**config.mk**
```make
export PLATFORM = sky130hd
export DESIGN_NAME = btn_press_detect
export DESIGN_NICKNAME = d
export VERILOG_FILES = /design/src/rtl/btn_press_detect_pkg.sv /design/src/rtl/btn_press_detect_sync_2ff.sv /design/src/rtl/btn_press_detect.sv
export SDC_FILE = /design/constraint.sdc
export NUM_CORES = 1
export LEC_CHECK = 0
export ABC_AREA = 1
export CORE_MARGIN = 2
export CORE_UTILIZATION = 45
export DETAILED_ROUTE_END_ITERATION = 10
export PLACE_DENSITY = 0.62
export SLEW_MARGIN = 20
export SYNTH_ARGS = -nofsm -noshare
export SYNTH_HDL_FRONTEND = slang
export SYNTH_SLANG_ARGS = --single-unit
```
**constraint.sdc**
```tcl
create_clock -name clk -period 4.2 [get_ports clk]
set_input_delay 0.84 -clock clk [delete_from_list [all_inputs] [get_ports clk]]
set_output_delay 0.84 -clock clk [all_outputs]
set_load 0.01 [all_outputs]
```
**src/rtl/btn_press_detect_pkg.sv**
```systemverilog
// btn_press_detect_pkg: press FSM encodings shared with the blink-mode controller for status readout
package btn_press_detect_pkg;
  typedef enum logic [1:0] {
    ST_IDLE    = 2'd0,
    ST_PRESSED = 2'd1,
    ST_LONG    = 2'd2
  } btn_state_t;
endpackage

```
**src/rtl/btn_press_detect_sync_2ff.sv**
```systemverilog
// btn_press_detect_sync_2ff: two-flop synchroniser for an asynchronous level
//   clk  in  system clock
//   rst  in  asynchronous active-high reset, output resets to 0
//   d    in  asynchronous input
//   q    out d synchronised to clk, two cycles of latency
module btn_press_detect_sync_2ff (
  input  logic clk,
  input  logic rst,
  input  logic d,
  output logic q
);
  logic s0;
  always_ff @(posedge clk or posedge rst)
    if (rst) {q, s0} <= 2'b00;
    else {q, s0} <= {s0, d};
endmodule

```
**src/rtl/btn_press_detect.sv**
```systemverilog
// btn_press_detect: synchronise, debounce and classify a push-button into short/long press pulses
//   clk          in   system clock
//   rst          in   asynchronous active-high reset
//   btn_in       in   raw button pin, asynchronous, 1 = pressed
//   btn_level    out  debounced, synchronised button level
//   held         out  1 while a press is in progress
//   short_press  out  one-cycle pulse on release of a press shorter than LONG_PRESS_CYCLES
//   long_press   out  one-cycle pulse when a hold reaches LONG_PRESS_CYCLES
module btn_press_detect
  import btn_press_detect_pkg::*;
#(
  parameter int DEBOUNCE_CYCLES   = 1000,
  parameter int LONG_PRESS_CYCLES = 20000
) (
  input  logic clk,
  input  logic rst,
  input  logic btn_in,
  output logic btn_level,
  output logic held,
  output logic short_press,
  output logic long_press
);
  localparam int DW = $clog2(DEBOUNCE_CYCLES + 1);
  localparam int HW = $clog2(LONG_PRESS_CYCLES);
  if (DEBOUNCE_CYCLES < 1 || LONG_PRESS_CYCLES < 2) begin : g_param_check
    $error("btn_press_detect: need DEBOUNCE_CYCLES >= 1 and LONG_PRESS_CYCLES >= 2");
  end
  logic s1;
  logic [DW-1:0] deb_cnt;
  logic [HW-1:0] hold_cnt;
  btn_state_t state;
  btn_press_detect_sync_2ff u_sync (
    .clk(clk),
    .rst(rst),
    .d  (btn_in),
    .q  (s1)
  );
  // deb_cnt measures how long s1 has disagreed with the accepted level
  always_ff @(posedge clk or posedge rst)
    if (rst) begin
      deb_cnt   <= '0;
      btn_level <= 1'b0;
    end else if (s1 == btn_level) deb_cnt <= '0;
    else if (deb_cnt == DW'(DEBOUNCE_CYCLES - 1)) begin
      btn_level <= s1;
      deb_cnt   <= '0;
    end else deb_cnt <= deb_cnt + DW'(1);
  always_ff @(posedge clk or posedge rst)
    if (rst) begin
      state       <= ST_IDLE;
      hold_cnt    <= '0;
      held        <= 1'b0;
      short_press <= 1'b0;
      long_press  <= 1'b0;
    end else begin
      short_press <= 1'b0;
      long_press  <= 1'b0;
      case (state)
        ST_IDLE:
          if (btn_level) begin
            state    <= ST_PRESSED;
            hold_cnt <= '0;
            held     <= 1'b1;
          end
        // release is tested first so it wins over reaching the long threshold
        ST_PRESSED:
          if (!btn_level) begin
            short_press <= 1'b1;
            state       <= ST_IDLE;
            held        <= 1'b0;
          end else if (hold_cnt == HW'(LONG_PRESS_CYCLES - 1)) begin
            long_press <= 1'b1;
            state      <= ST_LONG;
          end else hold_cnt <= hold_cnt + HW'(1);
        ST_LONG:
          if (!btn_level) begin
            state <= ST_IDLE;
            held  <= 1'b0;
          end
        default: begin
          state <= ST_IDLE;
          held  <= 1'b0;
        end
      endcase
    end
endmodule

```
Word level (Yosys, flattened, before mapping)
Index checks and enable logic that the tools add are counted. Widths: inputs -> output; s select.

Multiplexer cells: 19. Reductions and logical operators: 7. Equal/unequal tests: 11. $add $sub $neg: 2. Bitwise logic cells: 1.

Operators by type and width (count): $mux 15 (3); $pmux 15 s2 (1); $mux 10 (2); $add 15x1->15 const B (1); $eq 15x15->1 const B (1); $add 10x1->10 const B (1); $eq 10x10->1 const B (1); $ne 2x2->1 const B (5); $mux 2 (4); $mux 1 (7); $pmux 2 s3 (1); $reduce_and 2->1 (2); $reduce_and 4->1 (1); $ne 3x3->1 const B (1); $reduce_and 3->1 (1); $eq 2x1->1 const B (1); $eq 2x2->1 const B (1); $logic_not 2->1 (1); $pmux 1 s2 (1); $reduce_bool 2->1 (1); $reduce_or 2->1 (1); $eq 1x1->1 (1); $not 1->1 (1).

Register bits after elaboration: 33. Output and inout bits: 4. Input port bits: 3. Word-level logic and storage cells: 49.

Longest topological paths before layout
Word-level depth: 4. Depth in mapped cells: 10. Depth with buffers taken out: 9.

Hierarchy
Synthesis repeated with hierarchy kept, for this count alone.

Cells, all modules: 251. Area total of the unflattened synthesis: 1881.8 um2.

By module, submodules not included: btn_press_detect (cells each 248, sequential area each 775.7 um2, times used 1, area an instance 1828.0 um2); btn_press_detect_sync_2ff (cells each 3, sequential area each 50.0 um2, times used 1, area an instance 53.8 um2).

Worst setup path before layout
No wires, ideal clock.

Path type: reg-to-reg. Start point: register hold_cnt[0]. End point: register hold_cnt[9]. Data required time: 4.074 ns. Buffers on the path: 1. Setup time: 0.126 ns. Cell stages (with the launch flop): 8. Path slack: 2.667 ns. Clock period less this slack: 1.533 ns. Arrival: 1.407 ns. Cells stage by stage: dfrtp_1 -> ha_1 -> nand3_2 -> nor2_2 -> nand2_2 -> a21oi_4 -> buf_6 -> o21ai_0.

Longest elaborated chain between the ends: 4. Elaborated cells between the ends (all ways): 7. Those cells by class: add/sub (1); eq/ne (2); mux (3); reduce/logical (1).

Ends and longest elaborated chain: start: declaration (RTL line btn_press_detect.sv:30) `logic [HW-1:0] hold_cnt;`; start signal: assignment (RTL line btn_press_detect.sv:74) `end else hold_cnt <= hold_cnt + HW'(1);`; $add 15x1->15 (RTL line btn_press_detect.sv:74); $mux 15 (RTL line btn_press_detect.sv:71) `end else if (hold_cnt == HW'(LONG_PRESS_CYCLES - 1)) begin`; $mux 15 (RTL line btn_press_detect.sv:67) `if (!btn_level) begin`; $pmux 15 s2 (RTL line btn_press_detect.sv:58) `case (state)`.

Parallel ways exist; a longest one is shown, timed or not. The select of a mux whose other input is x is not followed. A chain may end at the register's enable or synchronous reset.

Final worst setup path
Start point: register btn_level. End point: output btn_level.

RTL lines: start: declaration (RTL line btn_press_detect.sv:18) `output logic btn_level,`; start signal: assignment (RTL line btn_press_detect.sv:42) `btn_level <= 1'b0;`; start signal: assignment (RTL line btn_press_detect.sv:45) `btn_level <= s1;`.

No word-level cell between the ends.

==> metrics.md <==
| Metric | Value |
|---|---|
| Status | finished, final reports clean |
| WL per Instance | 11.2 um |
| WP data arrival | 1.32 ns |
| I/O pin cnt | 7 |
| Post-DRT Antenna Nets | 0 |
| Clk pwr share | 47.7% |
| ANT cells | 0 |
| TritonRoute pass-1 iters | 6 |
| CTS tree | built |
| Clk slew on worst S/H paths | 0.07 ns |
| Part of the power in combinational logic | 2.2% |
| Final period util | 51.5% |
| Final Max Slew Viols | 0 |
| Worst skew pair latency | 0.28 ns |
| WS Path Type | reg -> out |
| CTS Sinks | 33 |
| Worst slew pin tran | 0.475 ns |
| Port buffer count | 6 |
| DPL Wire Length | 2440 um |
| Post-CTS Setup Bufs | 0 |
| Ys flop type | dfrtp_1 |
| Mapped Nets | 251 |
| Core ar. | 3970 um^2 |
| Sequential share of the synthesized area | 44.7% |
| Most numerous cell in the Yosys netlist | nand2_1 |
| Sw power | 0.000128 W |
| GRT Total Usage | 17.7% |
| Sequential cell area | 826 um^2 |
| Post-CTS Resized | 0 |
| Clock buffer depth | 2 |
| Area Growth Syn to Fin | 12.4% |
| Critical path's slowest cell | clkdlybuf4s50_1 |
| Routed WL | 3420 um |
| Final setup viols | 0 |
| Min-Delay Path Class | reg -> reg |
| Post-Place Cells | 296 |
| Via count | 1,485 |
| Multi-input logic area | 901 um^2 |
| Yosys top cell area share | 44.7% |
| H-Tree Depth | 2 |
| Final Net Count | 262 |
| CP max FO | 6 |
| Int Pwr | 0.000518 W |
| Leakage power | 0.932 nW |
| RSZ-0062 raised after global routing | no |
| Max-cap violations | 0 |
| Vias per inst | 4.88 |
| Power density cells | 312 nW/um^2 |
| TritonCTS Buffers | 5 |
| Cell taking the most area after synthesis | dfrtp_1 |
| Final Critical Period | 2.16 ns |
| Aggregate global routing overflow | 0 |
| Syn Inst Count | 242 |
| Synth Warn # | 0 |
| Largest cells by area after synthesis | dfrtp_1 45%, nand2_1 15%, nor2_1 7.7%, inv_1 5.1%, xor2_1 4.7% |
| Filler instances | 396 |
| GP Congestion | 0.849 |
| Fmax | 463 MHz |
| Mapped cell area | 1850 um^2 |
| Die H | 68.0 um |
| Final instance area | 2070 um^2 |
| Most frequent cells after synthesis | 74 x nand2_1, 38 x nor2_1, 33 x dfrtp_1 |
| Flop pwr share | 50.1% |
| # hold bufs at CTS | 0 |
| Netlist cell types | 26 |
| Residual DRC | 0 |
| Synthesized area per cell | 7.63 um^2 |
| Crit path capture type | output port |
| Crit start category | flop |
| CTS root buf | clkbuf_8 |
| Initial Util | 46.5% |
| CP Buf/Inv Count | 1 |
| DIE WIDTH | 68.0 um |
| First-pass GRT wire length | 6020 um |
| Peak supply drop | 187 uV |
| Crit-path max cell delay | 0.58 ns |
| 1st-iter DRT viols | 97 |
| Die Area | 4630 um^2 |
| Initial antenna violation count | 0 |
| Number of global-route vias before repair | 1,315 |
| Worst clock skew | 0.00266 ns |
| Post-synth EDFFs | 0 |
| Synth Register Bits | 33 |
| Switching share of power | 19.9% |
| Crit-path cells | clkdlybuf4s50_1 |
| CP top delay family | buffers and inverters |
| DP Area | 1950 um^2 |
| Core Util, Final | 52.2% |
| Final Hold Fails | 0 |
| TNS Setup | 0 ns |
| Share of post-route cells with drive strength above 1 | 6.30% |
| FP Rows | 23 |
| FFs w/ async S/R, synth | 100% |
| Fin cells | 304 |
| Max-slew headroom | 68.2% |
| WP data required | 3.36 ns |
| Pin count of the biggest net entering global routing | 34 |
[worst reg2reg max path: cells and delay by family, from the launching register on]
kind / cells / cell delay [ns]
simple gates: 5 / 0.77
fa+ha+maj: 1 / 0.46
flops: 1 / 0.39
buf+inv: 2 / 0.25
[placed cells by master (no fill, tap or decap), types with 2 or more instances in the layout]
| cell | synthesis | layout |
|---|---|---|
| inv_1 | 25 | 25 |
| nor2_2 | 2 | 2 |
| xor2_1 | 10 | 10 |
| clkbuf_8 | 0 | 6 |
| nor3_1 | 4 | 4 |
| o21ai_0 | 12 | 12 |
| ha_1 | 6 | 6 |
| nand3_1 | 13 | 13 |
| nand2_1 | 74 | 74 |
| clkdlybuf4s50_1 | 0 | 6 |
| dfrtp_1 | 33 | 33 |
| nor2_1 | 38 | 38 |
| nor3b_1 | 2 | 2 |
| o21bai_1 | 3 | 3 |
| nand4_1 | 5 | 5 |
| a21oi_1 | 2 | 2 |
[stage by stage]
| stage | hold slack (ns) | worst slack, ns | power, W |
|---|---|---|---|
| floorplan | 0.331 | 2.64 | 0.000339 |
| global placement | 0.334 | 2.31 | 0.000345 |
| detailed placement | 0.336 | 2.28 | 0.000345 |
| CTS | 0.352 | 2.03 | 0.000661 |
| global route | 0.362 | 1.95 | 0.000677 |
| finish | 0.350 | 2.04 | 0.000647 |
[kinds of logic after synthesis]
| family | synth area share [%] |
|---|---|
| xor gates and xnor gates | 5.22 |
| muxes | 0.542 |
| adders and majority gates | 4.07 |
| DFF | 44.7 |
| and+or+nand+nor | 32.4 |
| buffers and inverters | 6.44 |
| AOI/OAI and AO/OA | 6.58 |
[path summary, 6_finish.rpt]
path | depth (start not counted) | endpoint | start | slack [ns]
worst max register to register | 8 | hold_cnt[0] | state[1] | 2.26
worst min-delay path | 0 | u_sync.q | u_sync.s0 | 0.35
worst max-delay path | 1 | btn_level | btn_level | 2.04
max in group asynchronous | 3 | hold_cnt[6] | rst | 2.97
min in group asynchronous | 3 | deb_cnt[1] | rst | 0.94
worst min register to register | 0 | u_sync.q | u_sync.s0 | 0.35
[metal layers]
| layer | share of wire, % | GRT usage [%] | vias up |
|---|---|---|---|
| li1 | - | - | 781 |
| met1 | 52 | 25.0 | 676 |
| met2 | 43 | 25.7 | 23 |
| met3 | 3.5 | 5.43 | 5 |
| met4 | 0.94 | 5.50 | 0 |
| met5 | 0 | 0 | - |
[power groups by stage]
stage / clock network [W] / logic [W] / registers [W]
finish: 0.000309 / 0.0000145 / 0.000324
global route: 0.000335 / 0.0000185 / 0.000324
CTS: 0.000322 / 0.0000152 / 0.000324
detailed placement: 0 / 0.0000152 / 0.000330
global placement: 0 / 0.0000153 / 0.000330
floorplan: 0 / 0.00000983 / 0.000329
[cell type report]
| cell class | count | share of cell area [%] |
|---|---|---|
| multi-input combinational | 180 | 43.4 |
| sequential | 33 | 39.8 |
| inverter | 26 | 4.70 |
| clock buffer | 6 | 3.98 |
| timing repair buffer | 7 | 3.26 |
| tap | 50 | 3.02 |
| clock inverter | 2 | 1.81 |
[registers in the layout, summed over array words and instances, names as in the netlist]
signal       cells
hold_cnt        15
deb_cnt         10
state            2
btn_level        1
held             1
long_press       1
short_press      1
u_sync.q         1
u_sync.s0        1
Power figures use the tool's default switching activity.
